===== src/rtl/call_req_encoder.sv =====
// Elevator call front end: sync + debounce buttons, latch pending calls, serialise round-robin onto req_code.
// Optional CALL_LAMP_EN adds a registered call_lamp output per floor.
module call_req_encoder #(
    parameter int NUM_FLOORS      = 5,
    parameter int DEBOUNCE_CYCLES = 4,
    parameter int GAP_CYCLES      = 2
) (
    input  logic                  clk,
    input  logic                  rst_n,
    input  logic [NUM_FLOORS-1:0] btn,
    output logic [2:0]            req_code,
    output logic [NUM_FLOORS-1:0] pending
`ifdef CALL_LAMP_EN
    ,
    output logic [NUM_FLOORS-1:0] call_lamp
`endif
);

    localparam int CNT_W = $clog2(DEBOUNCE_CYCLES + 1);
    localparam int GAP_W = $clog2(GAP_CYCLES + 1);
    localparam logic [CNT_W-1:0] CNT_MAX  = CNT_W'(DEBOUNCE_CYCLES - 1);
    localparam logic [GAP_W-1:0] GAP_LOAD = GAP_W'(GAP_CYCLES - 1);

    if (NUM_FLOORS < 1 || NUM_FLOORS > 7 || DEBOUNCE_CYCLES < 1 || GAP_CYCLES < 1) begin : g_param_check
        $error("call_req_encoder: NUM_FLOORS must be 1..7, DEBOUNCE_CYCLES and GAP_CYCLES >= 1");
    end

    typedef enum logic [1:0] {
        IDLE,
        EMIT,
        GAP
    } state_t;

    state_t                  state;
    logic [NUM_FLOORS-1:0]   sync_1;
    logic [NUM_FLOORS-1:0]   sync_2;
    logic [NUM_FLOORS-1:0]   deb;
    logic [NUM_FLOORS-1:0]   deb_q;
    logic [CNT_W-1:0]        deb_cnt [NUM_FLOORS];
    logic [NUM_FLOORS-1:0]   rise;
    logic [NUM_FLOORS-1:0]   clr_mask;
    logic [2:0]              rr_ptr;
    logic [2:0]              win_idx;
    logic [2:0]              win_q;
    logic                    win_found;
    logic [3:0]              scan;
    logic [GAP_W-1:0]        gap_cnt;

    always_ff @(posedge clk or negedge rst_n) begin
        if (!rst_n) begin
            sync_1 <= '0;
            sync_2 <= '0;
        end else begin
            sync_1 <= btn;
            sync_2 <= sync_1;
        end
    end

    // A level only flips after DEBOUNCE_CYCLES consecutive disagreeing samples.
    always_ff @(posedge clk or negedge rst_n) begin
        if (!rst_n) begin
            deb   <= '0;
            deb_q <= '0;
            for (int i = 0; i < NUM_FLOORS; i++) begin
                deb_cnt[i] <= '0;
            end
        end else begin
            deb_q <= deb;
            for (int i = 0; i < NUM_FLOORS; i++) begin
                if (sync_2[i] == deb[i]) begin
                    deb_cnt[i] <= '0;
                end else if (deb_cnt[i] == CNT_MAX) begin
                    deb[i]     <= sync_2[i];
                    deb_cnt[i] <= '0;
                end else begin
                    deb_cnt[i] <= deb_cnt[i] + CNT_W'(1);
                end
            end
        end
    end

    assign rise = deb & ~deb_q;

    always_comb begin
        win_found = 1'b0;
        win_idx   = '0;
        scan      = '0;
        for (int k = 0; k < NUM_FLOORS; k++) begin
            scan = {1'b0, rr_ptr} + 4'(k);
            if (scan >= 4'(NUM_FLOORS)) begin
                scan = scan - 4'(NUM_FLOORS);
            end
            if (!win_found && pending[scan[2:0]]) begin
                win_found = 1'b1;
                win_idx   = scan[2:0];
            end
        end
    end

    always_comb begin
        clr_mask = '0;
        if (state == IDLE && win_found) begin
            clr_mask[win_idx] = 1'b1;
        end
    end

    // A new press landing on the same cycle as its clear wins, so it is served again later.
    always_ff @(posedge clk or negedge rst_n) begin
        if (!rst_n) begin
            pending <= '0;
        end else begin
            pending <= (pending & ~clr_mask) | rise;
        end
    end

    always_ff @(posedge clk or negedge rst_n) begin
        if (!rst_n) begin
            state    <= IDLE;
            req_code <= 3'd0;
            rr_ptr   <= 3'd0;
            win_q    <= 3'd0;
            gap_cnt  <= '0;
        end else begin
            case (state)
                IDLE: begin
                    req_code <= 3'd0;
                    if (win_found) begin
                        state  <= EMIT;
                        win_q  <= win_idx;
                        rr_ptr <= (win_idx == 3'(NUM_FLOORS - 1)) ? 3'd0 : win_idx + 3'd1;
                    end
                end
                EMIT: begin
                    req_code <= win_q + 3'd1;
                    gap_cnt  <= GAP_LOAD;
                    state    <= GAP;
                end
                GAP: begin
                    req_code <= 3'd0;
                    if (gap_cnt == '0) begin
                        state <= IDLE;
                    end else begin
                        gap_cnt <= gap_cnt - GAP_W'(1);
                    end
                end
                default: begin
                    req_code <= 3'd0;
                    state    <= IDLE;
                end
            endcase
        end
    end

`ifdef CALL_LAMP_EN
    logic [NUM_FLOORS-1:0] lamp_r;
    logic [NUM_FLOORS-1:0] served;

    // Lamp stays lit until the call has been sent out and the button is let go.
    always_ff @(posedge clk or negedge rst_n) begin
        if (!rst_n) begin
            lamp_r <= '0;
            served <= '0;
        end else begin
            for (int i = 0; i < NUM_FLOORS; i++) begin
                if (rise[i]) begin
                    lamp_r[i] <= 1'b1;
                    served[i] <= 1'b0;
                end else begin
                    if (state == EMIT && win_q == 3'(i)) begin
                        served[i] <= 1'b1;
                    end
                    if (lamp_r[i] && served[i] && !deb[i]) begin
                        lamp_r[i] <= 1'b0;
                    end
                end
            end
        end
    end

    assign call_lamp = lamp_r;
`endif

endmodule


===== config.mk =====
export PLATFORM = sky130hd
export DESIGN_NAME = call_req_encoder
export DESIGN_NICKNAME = d
export VERILOG_FILES = /design/src/rtl/call_req_encoder.sv
export SDC_FILE = /design/constraint.sdc
export NUM_CORES = 1
export LEC_CHECK = 0
export CORE_UTILIZATION = 50
export DETAILED_ROUTE_END_ITERATION = 8
export HOLD_SLACK_MARGIN = 0.12
export PLACE_DENSITY = 0.81
export SYNTH_ARGS = -nofsm -noshare
export SYNTH_HDL_FRONTEND = slang
export SYNTH_SLANG_ARGS = --single-unit

===== constraint.sdc =====
create_clock -name clk -period 3.9 [get_ports clk]
set_clock_uncertainty 0.05 [all_clocks]
set_input_delay 0.585 -clock clk [delete_from_list [all_inputs] [get_ports clk]]
set_output_delay 0.585 -clock clk [all_outputs]
set_load 0.01 [all_outputs]

==> results of run 1 <==
-- cells by family after synthesis --
family | synth area share (%)
and+or+nand+nor | 18.4
AOI/OAI and AO/OA | 23.4
DFF | 41.0
buffers and inverters | 4.37
adders and majority gates | 6.41
xor gates and xnor gates | 2.70
muxes | 3.75
-- cells in the final DEF (no fill, tap or decap), types with 4 or more instances in the layout --
cell and instances:
a21oi_1 9, a211oi_1 4, nor2_1 14, o21ai_0 10, dfrtp_1 53, buf_4 7
nor3b_1 10, a31o_2 4, nand2_1 25, clkbuf_8 5, xnor2_1 9, mux2_2 5
nor2b_1 12, clkdlybuf4s50_1 13, a21o_1 5, ha_1 15, o211ai_1 6, nand3_1 6
inv_1 16, a22o_1 4, nor3_1 12, nand4_1 4
-- flip-flops by register name (all words and copies together), names as in the netlist --
name      flops
win_q         3
gap_cnt       2
sync_2        5
deb           5
deb_cnt      15
pending       5
sync_1        5
state         2
deb_q         5
rr_ptr        3
req_code      3
-- through the flow --
step / hold WS, ps / cells / setup TNS [ps]
after floorplan: 239 / 312 / 0
after global placement: 282 / 397 / 0
after detailed placement: 288 / 397 / 0
after CTS: 305 / 405 / 0
after global routing: 311 / 405 / -4.98
final: 300 / 405 / 0
-- per-layer routing --
metal | track usage [%] | wire length [um] | vias up
met5 | 0 | 0 | -
li1 | - | - | 1196
met4 | 11.1 | 176 | 0
met1 | 27.0 | 2900 | 1179
met3 | 3.30 | 397 | 17
met2 | 36.4 | 3150 | 78
-- worst paths after layout --
check / end / cells after the start
worst max register to register: pending[2]$_DFF_PN0_ / 13
worst max-delay path: pending[2]$_DFF_PN0_ / 13
max in group asynchronous: deb_cnt[14]$_DFF_PN0_ / 1
worst min-delay path: sync_2[2]$_DFF_PN0_ / 0
worst min register to register: sync_2[2]$_DFF_PN0_ / 0
min in group asynchronous: sync_2[2]$_DFF_PN0_ / 1
-- cell type report --
cell class	instances	area, um2
well taps	75	93.8
multi-input cells	230	1770
fillers	514	2570
flip-flops and latches	53	1330
inverters	18	67.6
repair buffers	21	188
clock buffers	8	80.1
==> summary.md, run 1 <==
| Metric | Value |
|---|---|
| Worst-path clk slew | 80 ps |
| RR Startpoint | rr_ptr[0]$_DFFE_PN0P_ |
| Crit share post-route | 94.1% |
| Vias per cell | 6.10 |
| Worst-path maximum fanout | 10 |
| Area growth from synthesis to layout | 9.00% |
| Fin area | 3530 um2 |
| Largest net degree at the start of global routing | 54 |
| Row cnt | 28 |
| Congestion Overflow GR | 0 |
| Clock Latency Late Sink | 300 ps |
| Ys Warns | 0 |
| Clock Path Buffers | 2 |
| Final nets | 352 |
| Post-CTS sizing | 0 |
| Synth area leaders | dfrtp_1 41%, ha_1 5.8%, nand2_1 2.9%, xnor2_1 2.4%, nor2b_1 2.3% |
| Core ar. | 6100 um2 |
| Vias | 2470 |
| Post-Syn Instances | 312 |
| Required time of the critical path | 4040 ps |
| Worst setup EP type | flip-flop |
| Worst-Margin Slew | 1090 ps |
| Die Y | 82.5 um |
| Count leader, synth | dfrtp_1 |
| H-tree depth | 2 |
| Worst setup margin | 230 ps |
| Final min period | 3670 ps |
| Reg-to-reg setup timing slack | 230 ps |
| Die Area | 6800 um2 |
| Main synth FF type | dfrtp_1 |
| TritonCTS clock tree | yes |
| Post CTS Setup Buffer Count | 0 |
| Crit path from | rr_ptr[0]$_DFFE_PN0P_ |
| Die Width | 82.5 um |
| Avg WL per Cell | 16.4 um |
| Fmax | 272 MHz |
| Clock Sinks | 53 |
| Final WL | 6.62 mm |
| Fraction of registers with async set or reset after synthesis | 100% |
| Post-DP HPWL | 4.98 mm |
| Seq/Total Area, Yosys | 41.0% |
| Hold WC Path Type | reg2reg |
| Fin. max-slew vios | 0 |
| Cells along the critical path | inv_2, ha_1, inv_1, fa_1, o21ba_2, or3_1, o2111a_1, o21bai_2, o2111ai_1, a31o_2, a21oi_2, or3b_1, a22o_1 |
| CP max-delay cell | fa_1 |
| Outcome | finished clean |
| Antenna violations before repair | 0 |
| I/O Pins | 15 |
| # diodes | 0 |
| Netlist cell types | 77 |
| TritonRoute pass-1 iters | 4 |
| Mapped cell area | 3240 um2 |
| CP max stage delay | 540 ps |
| Routed Antenna Nets | 0 |
| Relative slew slack | 27.0% |
| Port buffer count | 14 |
| Hold Crit Start | sync_1[2]$_DFF_PN0_ |
| Pre-CTS setup slack | 225 ps |
| Hold Fails Final Rpt | 0 |
| Top delay family on crit path | compound AO/OA/AOI/OAI gates |
| Number of remaining DRC errors | 0 |
| Average cell area after synthesis | 10.4 um2 |
| RD Place Congestion | 0.978 |
| Root buf cell | clkbuf_8 |
| # setup viols final | 0 |
| Crit path buffers/inverters | 2 |
| Synth top area share | 41.0% |
| Crit path DAT | 3810 ps |
| Proportion of layout cells with a drive suffix above 1 | 15.5% |
| First DRT Iteration DRCs | 211 |
| Final Core Density | 57.9% |
| First-pass GRT wire length | 10.8 mm |
| Largest area contributor in the netlist | dfrtp_1 |
| Starting Density | 53.1% |
| Max-cap viol count | 0 |
| Crit path kind | reg2reg |
| Hold bufs inserted after CTS | 0 |
| Synth Register Bits | 53 |
| Post-synth EDFFs | 0 |
| Placed cell areas | 3450 um2 |
| Synth Net Count | 335 |
| Number of global-route vias before repair | 2328 |
| CP Launch Type | flip-flop |
| GRT Total Usage | 21.7% |
| Cts bufs inserted | 5 |
| Leading cell types by count after synthesis | 53 x dfrtp_1, 25 x nand2_1, 16 x inv_1, 15 x ha_1, 14 x nor2_1 |
Power of run 1 is left out: the tool's default activity adds up to more than one toggle a clock period on the data nets, which glitch-free logic cannot reach.
==> run 2: changes to the inputs <==
--- a/config.mk
+++ b/config.mk
@@ -7,6 +7,7 @@
 export LEC_CHECK = 0
 export CORE_UTILIZATION = 50
 export DETAILED_ROUTE_END_ITERATION = 8
+export GPL_ROUTABILITY_DRIVEN = 0
 export HOLD_SLACK_MARGIN = 0.12
 export PLACE_DENSITY = 0.81
 export SYNTH_ARGS = -nofsm -noshare
==> run 2 against run 1 <==
  * Core utilization rose by 1.0 points
  * Global-route usage rose by 0.88 points
  * Maximum frequency rose by 0.25%
  * Die area did not move
  * Critical path type unchanged
==> summary.md, run 2 (synthesis gave the netlist of run 1 again) <==
| Metric | Value |
|---|---|
| Clock Latency Late Sink | 300 ps (about the same) |
| Setup repair after global routing missed its margin | false |
| Worst-Margin Slew | 556 ps (-538 ps) |
| Largest net degree at the start of global routing | 34 (-37%) |
| Worst-path maximum fanout | 10 (unchanged) |
| Non-Filler Instances | 406 (+0.25%) |
| CP max stage delay | 480 ps (-60 ps) |
| Final min period | 3660 ps (-9.14 ps) |
| Core ar. | 6100 um2 (unchanged) |
| Area of the multi-input gates | 1770 um2 (unchanged) |
| Routed Antenna Nets | 0 (unchanged) |
| # setup viols final | 0 (unchanged) |
| Number of remaining DRC errors | 0 (unchanged) |
| Post-Place Cells | 398 (+0.25%) |
| Die Width | 82.5 um (unchanged) |
| Avg WL per Cell | 16.9 um (+3.4%) |
| TritonCTS clock tree | yes |
| Die Area | 6800 um2 (unchanged) |
| Outcome | finished clean |
| Fmax | 273 MHz (+0.25%) |
| Placed cell areas | 3450 um2 (+0.22%) |
| TritonRoute pass-1 iters | 4 (unchanged) |
| # diodes | 0 (unchanged) |
| CP max-delay cell | fa_1 |
| Die Y | 82.5 um (unchanged) |
| Setup TNS | 0 ps (unchanged) |
| Crit path kind | reg2reg |
| Max reg flops | 15 (unchanged) |
| Commonest non-fill, non-tap cell in the layout | dfrtp_1 |
| Area growth from synthesis to layout | 10.9% |
| Fillers | 523 (+1.8%) |
| First-pass GRT wire length | 11.4 mm (+5.6%) |
| Antenna violations before repair | 0 (unchanged) |
| Fin area | 3590 um2 (+1.7%) |
| Fin. max-slew vios | 0 (unchanged) |
| Port buffer count | 14 (unchanged) |
| Final nets | 353 (+0.28%) |
| Hold bufs inserted after CTS | 0 (unchanged) |
| Min Hold Slack | 175 ps (-125 ps) |
| Post CTS Setup Buffer Count | 0 (unchanged) |
| Post-DP HPWL | 5.19 mm (+4.2%) |
| Hold Fails Final Rpt | 0 (unchanged) |
| Cells along the critical path | inv_2, ha_1, inv_1, fa_1, o21ba_2, or3_1, o2111a_1, o21bai_2, and2_1, nand4_1, a21oi_2, or3b_1, a22o_1 |
| Max-cap viol count | 0 (unchanged) |
| Clock Sinks | 53 (unchanged) |
| Cts bufs inserted | 5 (unchanged) |
| CP Launch Type | flip-flop |
| GRT Total Usage | 22.5% (+0.88 points) |
| Worst-path clk slew | 90 ps (about the same) |
| Crit path DAT | 3800 ps (about the same) |
| H-tree depth | 2 (unchanged) |
| Crit path buffers/inverters | 2 (unchanged) |
| Hold WC Path Type | in2async |
| Number of global-route vias before repair | 2431 (+4.4%) |
| First DRT Iteration DRCs | 182 (-14%) |
| Starting Density | 53.1% (unchanged) |
| Register area | 1330 um2 (unchanged) |
| Vias per cell | 6.12 (+0.40%) |
| Final WL | 6.87 mm (+3.7%) |
| Row cnt | 28 (unchanged) |
| Reg-to-reg setup timing slack | 240 ps (about the same) |
| Worst setup EP type | flip-flop |
| Root buf cell | clkbuf_8 |
| Relative slew slack | 62.9% (+36 points) |
| Proportion of layout cells with a drive suffix above 1 | 16.6% (+1.2 points) |
| Most frequent cells in the layout | 53 x dfrtp_1, 25 x nand2_1, 16 x inv_1, 15 x ha_1, 14 x nor2_1 |
| Top delay family on crit path | simple AND/OR/NAND/NOR gates |
| Vias | 2486 (+0.65%) |
| Crit share post-route | 93.9% (-0.23 points) |
| Biggest register | deb_cnt |
| Post-CTS sizing | 0 (unchanged) |
| Clock Path Buffers | 2 (unchanged) |
| Congestion Overflow GR | 0 (unchanged) |
| Required time of the critical path | 4040 ps (about the same) |
| I/O Pins | 15 (unchanged) |
-- run 2: path summary, 6_finish.rpt --
| check | startpoint | endpoint | cells after the start |
|---|---|---|---|
| max | rr_ptr[0]$_DFFE_PN0P_ | pending[2]$_DFF_PN0_ | 13 |
| max reg2reg | rr_ptr[0]$_DFFE_PN0P_ | pending[2]$_DFF_PN0_ | 13 |
| max in group asynchronous | rst_n | deb_cnt[13]$_DFF_PN0_ | 2 |
| min reg2reg | sync_1[0]$_DFF_PN0_ | sync_2[0]$_DFF_PN0_ | 0 |
| min | rst_n | deb[2]$_DFFE_PN0P_ | 1 |
| min in group clk | sync_1[0]$_DFF_PN0_ | sync_2[0]$_DFF_PN0_ | 0 |
-- run 2: stage by stage --
step                      setup slack, ps  util [%]
final                                 239      58.9
after global routing                 26.0      58.9
after CTS                             236      58.8
after detailed placement              259      56.7
after global placement                373      56.7
after floorplan                       174         -
-- run 2: layout make-up --
cell class,count,area share [%]
clock buffer,5,1.92
clock inverter,3,1.81
inverter,18,1.88
multi-input combinational,230,49.4
sequential,53,36.9
tap,75,2.61
timing repair buffer,22,5.44
-- run 2: metal layers --
layer	track usage [%]	vias to the layer above	routed length (um)
li1	-	1197	-
met1	29.1	1206	3010
met2	36.8	64	3260
met3	3.96	19	397
met4	10.4	0	205
met5	0	-	0
Power of run 2 is left out for the same reason.
==> run 3: changes to the inputs <==
--- a/config.mk
+++ b/config.mk
@@ -6,10 +6,12 @@
 export NUM_CORES = 1
 export LEC_CHECK = 0
 export CORE_UTILIZATION = 50
+export CTS_CLUSTER_SIZE = 20
 export DETAILED_ROUTE_END_ITERATION = 8
 export GPL_ROUTABILITY_DRIVEN = 0
 export HOLD_SLACK_MARGIN = 0.12
 export PLACE_DENSITY = 0.81
+export SKIP_CTS_REPAIR_TIMING = 1
 export SYNTH_ARGS = -nofsm -noshare
 export SYNTH_HDL_FRONTEND = slang
 export SYNTH_SLANG_ARGS = --single-unit
==> results of run 3 <==
Same layout as run 2: the final DEF is identical, and so are final timing and power.
Power of run 3 is left out for the same reason.
